### src/rtl/cpu_seq_ctrl.sv
// Purpose    : multi-cycle FETCH/EXEC/MEM control sequencer for the 16-bit core.
// Latency    : ALU/jump/EXT 2 cycles, load/store 3 cycles, plus 1 per memory wait cycle.
// Backpressure: mem_req held until mem_ack; an ack timeout latches a sticky FAULT state.
//
// Ports:
//   i_clk, i_rst_n        clock, synchronous active-low reset
//   i_run                 execute enable, sampled only at instruction boundaries
//   i_dec_*               decoder class flags (valid from IR during EXEC/MEM)
//   i_mem_ack             completes the current memory request
//   o_mem_req/o_mem_we    memory request and store qualifier
//   o_addr_sel            address source: 0 = PC, 1 = ALU result
//   o_ir_load, o_pc_inc, o_pc_load, o_rf_wen, o_ext_load   single-cycle strobes
//   o_ext_active          EXT prefix applies to the current instruction's immediate
//   o_retire, o_busy, o_fault
//   o_retire_count        retired-instruction counter (only with CPU_SEQ_RETIRE_CNT_EN)
//
// Optional feature macro: CPU_SEQ_RETIRE_CNT_EN
module cpu_seq_ctrl #(
    parameter int REG_WIDTH   = 16,
    parameter int ACK_TIMEOUT = 255
) (
    input  logic                 i_clk,
    input  logic                 i_rst_n,
    input  logic                 i_run,
    input  logic                 i_dec_memldr,
    input  logic                 i_dec_memstr,
    input  logic                 i_dec_pcwrite,
    input  logic                 i_dec_ext,
    input  logic                 i_dec_wen1,
    input  logic                 i_mem_ack,
    output logic                 o_mem_req,
    output logic                 o_mem_we,
    output logic                 o_addr_sel,
    output logic                 o_ir_load,
    output logic                 o_pc_inc,
    output logic                 o_pc_load,
    output logic                 o_rf_wen,
    output logic                 o_ext_load,
    output logic                 o_ext_active,
    output logic                 o_retire,
    output logic                 o_busy,
`ifdef CPU_SEQ_RETIRE_CNT_EN
    output logic [REG_WIDTH-1:0] o_retire_count,
`endif
    output logic                 o_fault
);

    // Reject configurations the timeout counter cannot represent.
    if (REG_WIDTH < 1 || ACK_TIMEOUT < 1 || ACK_TIMEOUT > 65535) begin : g_bad_cfg
        $error("cpu_seq_ctrl: invalid REG_WIDTH/ACK_TIMEOUT");
    end

    typedef enum logic [2:0] {
        S_IDLE  = 3'd0,
        S_FETCH = 3'd1,
        S_EXEC  = 3'd2,
        S_MEM   = 3'd3,
        S_FAULT = 3'd4
    } state_t;

    // Counter value at which one more unacknowledged request cycle is fatal.
    localparam logic [15:0] TMO_LAST = 16'(ACK_TIMEOUT - 1);

    state_t      r_state;
    logic [15:0] r_tmo_cnt;
    logic        r_ext_active;
    logic        w_mem_op;

    assign w_mem_op     = i_dec_memldr | i_dec_memstr;
    assign o_ext_active = r_ext_active;
    assign o_busy       = (r_state != S_IDLE);
    assign o_fault      = (r_state == S_FAULT);

    // Strobes are decoded straight from state, decoder flags and ack so that
    // zero-wait memory completes a request in the cycle it is raised.
    always_comb begin
        o_mem_req  = 1'b0;
        o_mem_we   = 1'b0;
        o_addr_sel = 1'b0;
        o_ir_load  = 1'b0;
        o_pc_inc   = 1'b0;
        o_pc_load  = 1'b0;
        o_rf_wen   = 1'b0;
        o_ext_load = 1'b0;
        o_retire   = 1'b0;
        case (r_state)
            S_FETCH: begin
                o_mem_req = 1'b1;
                o_ir_load = i_mem_ack;
                o_pc_inc  = i_mem_ack;
            end
            S_EXEC: begin
                if (i_dec_ext) begin
                    o_ext_load = 1'b1;
                    o_retire   = 1'b1;
                end else if (!w_mem_op) begin
                    // A jump owns the write-back slot, so it never writes the RF.
                    o_rf_wen  = i_dec_wen1 & ~i_dec_pcwrite;
                    o_pc_load = i_dec_pcwrite;
                    o_retire  = 1'b1;
                end
            end
            S_MEM: begin
                o_mem_req  = 1'b1;
                o_addr_sel = 1'b1;
                o_mem_we   = i_dec_memstr;
                o_rf_wen   = i_mem_ack & i_dec_memldr;
                o_retire   = i_mem_ack;
            end
            default: ;
        endcase
    end

    always_ff @(posedge i_clk) begin
        if (!i_rst_n) begin
            r_state      <= S_IDLE;
            r_tmo_cnt    <= 16'd0;
            r_ext_active <= 1'b0;
        end else begin
            case (r_state)
                S_IDLE:  if (i_run) r_state <= S_FETCH;
                S_FETCH: if (i_mem_ack) r_state <= S_EXEC;
                S_EXEC: begin
                    if (!i_dec_ext && w_mem_op) r_state <= S_MEM;
                    else                        r_state <= i_run ? S_FETCH : S_IDLE;
                end
                S_MEM:   if (i_mem_ack) r_state <= i_run ? S_FETCH : S_IDLE;
                S_FAULT: r_state <= S_FAULT;
                default: r_state <= S_IDLE;
            endcase

            // Ack watchdog; overrides the state transition above on expiry.
            if (o_mem_req) begin
                if (i_mem_ack) begin
                    r_tmo_cnt <= 16'd0;
                end else if (r_tmo_cnt == TMO_LAST) begin
                    r_tmo_cnt <= 16'd0;
                    r_state   <= S_FAULT;
                end else begin
                    r_tmo_cnt <= r_tmo_cnt + 16'd1;
                end
            end

            // EXT arms the prefix; any other retirement consumes it.
            if (o_ext_load)    r_ext_active <= 1'b1;
            else if (o_retire) r_ext_active <= 1'b0;
        end
    end

`ifdef CPU_SEQ_RETIRE_CNT_EN
    logic [REG_WIDTH-1:0] r_retire_count;
    assign o_retire_count = r_retire_count;

    always_ff @(posedge i_clk) begin
        if (!i_rst_n)      r_retire_count <= '0;
        else if (o_retire) r_retire_count <= r_retire_count + REG_WIDTH'(1);
    end
`endif

endmodule

### config.mk
export PLATFORM = sky130hd
export DESIGN_NAME = cpu_seq_ctrl
export DESIGN_NICKNAME = d
export VERILOG_FILES = /design/src/rtl/cpu_seq_ctrl.sv
export SDC_FILE = /design/constraint.sdc
export NUM_CORES = 1
export LEC_CHECK = 0
export ABC_AREA = 1
export CORE_AREA = 2 2 71 73
export DETAILED_ROUTE_END_ITERATION = 7
export DIE_AREA = 0 0 73 75
export GPL_TIMING_DRIVEN = 0
export PLACE_DENSITY_LB_ADDON = 0.05
export SKIP_CTS_REPAIR_TIMING = 1
export SLEW_MARGIN = 20
export SYNTH_ARGS = -nofsm -noshare
export SYNTH_HDL_FRONTEND = slang
export SYNTH_SLANG_ARGS = --single-unit
export TNS_END_PERCENT = 5
### constraint.sdc
create_clock -name i_clk -period 2.05 [get_ports i_clk]
set_clock_uncertainty 0.1 [all_clocks]
set_input_delay 0.615 -clock i_clk [delete_from_list [all_inputs] [get_ports i_clk]]
set_output_delay 0.615 -clock i_clk [all_outputs]
set_load 0.02 [all_outputs]
==> flow_summary.json <==
{
  "hold_end": "o_ext_active",
  "fill_cells": 509,
  "grt_max_degree": 13,
  "drtIter0Drc": 47,
  "p_per_area_nw_per_um2": 536,
  "cp_slowest_cell": "nor3_2",
  "path_buf_inv": 4,
  "core_area_um2": 4660,
  "crit_type": "in2out",
  "synth.net_count": 220,
  "cts_tree": "built",
  "yosys.area.top_type": "dfxtp_1",
  "cts_max_level": 1,
  "reg2reg_depth": 8,
  "min_from": "o_ext_active",
  "synth-seq-cells": 20,
  "met2_usage_pct": 23.5,
  "die_w_um": 73,
  "use_met1_pct": 17.3,
  "r2r_setup_slack_ns": 0.45,
  "synth_top_area_share_pct": 30.5,
  "synthDistinctLibCells": 28,
  "hold_path_depth": 2,
  "crit_family": "buffers and inverters",
  "synth_area_leaders": "dfxtp_1 30%, nand2_1 17%, nor2_1 8.3%",
  "multiInputGateArea_um2": 796,
  "final_cell_mix": "58 x nand2_1, 27 x nor2_1, 21 x inv_1",
  "area_growth_pct": 31.1,
  "wl_mm": 3.39,
  "dpl.hpwl_mm": 2.60,
  "worstSetupStartpointType": "input pin",
  "synth-edff-count": 0,
  "antenna_cells": 0,
  "overflow": 0,
  "wl_per_cell_um": 11.8,
  "synth.avg_cell_area_um2": 6.29,
  "final_common_cell": "nand2_1",
  "row_count": 25,
  "cp-end-kind": "output port",
  "relSlewSlack_pct": 62.8,
  "pin_count": 21,
  "clk_pin_slew_ns": 0.08,
  "regArea_um2": 404,
  "hp-class": "reg2reg",
  "fmax_ghz": 0.452,
  "pre_cts_ws_ns": -0.931,
  "ys.warnings.count": 0,
  "antenna_left": 0,
  "drv_slew": 0,
  "cp_common_cell": "dlymetal6s2s_1",
  "seq_area_frac_synth_pct": 30.5,
  "r2r-start": "r_tmo_cnt[1]",
  "die_height_um": 75,
  "cts_made_buffers": 3,
  "slowest_delay_ns": 0.25,
  "required_ns": 1.33,
  "clk_latency_ns": 0.27,
  "grt_pass1_vias": 1284,
  "arrival_ns": 1.50,
  "grt-busiest-layer": "met2",
  "p_leak_nw": 0.748,
  "hold_violations": 0,
  "vdd_drop_max_v": 0.000254,
  "maxCapViolations": 0,
  "final_nets": 246,
  "period_minus_slack_ns": 2.21,
  "syn_area_um2": 1310,
  "stdcell_area_um2": 1720,
  "place_congestion": 0.764,
  "drive_gt1_share_pct": 18.8,
  "grt_pass1_wl_mm": 5.87,
  "fin_ws_ns": -0.162,
  "synthCells": 209,
  "met3_usage_pct": 3.75,
  "initial_utilization_pct": 28.2,
  "routed_via_density": 4.60,
  "rsz0062_at_grt": "yes",
  "clock_path_buffers": 2,
  "status": "complete, but fails checks",
  "grt.total_usage_pct": 13.8,
  "setup_viol": 4,
  "tightest_slew_ns": 0.559,
  "root_buffer": "clkbuf_8",
  "synth_top_flop_cell": "dfxtp_1",
  "cts.sinks": 20,
  "firstDrtPassIters": 4,
  "post-route-period-util_pct": 108,
  "antenna_found_initial": 0,
  "placed_area_um2": 1590,
  "drc": 0,
  "violations": "negative setup slack",
  "path_max_fanout": 4,
  "worstPathCellList": "dlymetal6s2s_1, inv_1, nor3_2, buf_4, dlymetal6s2s_1",
  "vias": 1324,
  "async_reset_ff_share_pct": 0,
  "io_buffers": 20,
  "r2r_end": "r_tmo_cnt[8]",
  "die-area_um2": 5480
}
logic make-up after synthesis:
| logic type | count (synthesis) | synth area share (%) |
|---|---|---|
| and+or+nand+nor | 120 | 41.8 |
| buffers and inverters | 33 | 10.8 |
| AOI/OAI and AO/OA | 32 | 13.7 |
| DFF | 20 | 30.5 |
| xor gates and xnor gates | 2 | 1.33 |
| adders and majority gates | 2 | 1.90 |
through the flow:
step	TNS [ns]	hold WS, ns	total power [mW]	std cells	util [%]
3_5_place_dp	-7.52	0.374	0.520	283	34.0
6_report	-0.347	0.384	0.924	288	37.0
3_3_place_gp	-7.56	0.380	0.521	283	34.0
4_1_cts	-6.68	0.392	0.936	287	35.6
2_1_floorplan	0	0.353	0.468	209	-
5_1_grt	-0.597	0.420	0.968	288	37.0
cells in the mapped netlist (3+ instances only):
cell type  instances
dfxtp_1           20
nor2_1            29
o21ai_0            9
nand4_1            4
nand2_1           58
nor2_2             3
nand3_1           10
inv_1             22
a21oi_1           17
nand3_2            7
nor3_1             3
inv_2              5
how the worst max path moves through the flow:
stage | slack (ns) | depth (start not counted) | startpoint | end
finish | -0.16 | 5 | i_mem_ack | o_pc_inc
global route | -0.23 | 5 | i_mem_ack | o_pc_inc
CTS | -0.94 | 5 | i_mem_ack | o_pc_inc
detailed placement | -0.93 | 5 | i_mem_ack | o_pc_inc
global placement | -0.95 | 5 | i_mem_ack | o_pc_inc
floorplan | 0.008 | 5 | r_state[2] | o_mem_we
worst register-to-register path, cell delays in order (launching register included):
cell	delay, ns
dfxtp_1	0.38
ha_1	0.18
nand2_1	0.10
nor2_2	0.16
nand2_1	0.18
inv_2	0.12
nor2_1	0.04
o21ai_0	0.14
a21oi_1	0.09
registers in the layout (all words and copies together), names as in the netlist:
signal / cells
o_ext_active: 1
r_state: 3
r_tmo_cnt: 16
metal layers:
| metal | up-vias | wire, um | part of all wire (%) |
|---|---|---|---|
| met5 | - | 0 | 0 |
| met4 | 0 | 25 | 0.74 |
| met3 | 2 | 145 | 4.3 |
| met2 | 29 | 1560 | 46 |
| met1 | 575 | 1660 | 49 |
| li1 | 718 | - | - |
report_power, final:
group	switching, mW	internal, mW	leakage [nW]
sequential	0.00577	0.393	0.163
combinational	0.0668	0.0508	0.549
clock	0.146	0.261	0.0357
cell type report:
class | count | area share, %
timing repair buffer | 21 | 13.0
sequential | 20 | 23.5
tap | 54 | 3.92
clock inverter | 1 | 1.74
clock buffer | 3 | 2.40
buffer | 6 | 3.27
inverter | 27 | 6.03
multi-input combinational | 156 | 46.2
No activity file was read; power rests on OpenSTA's default activity.
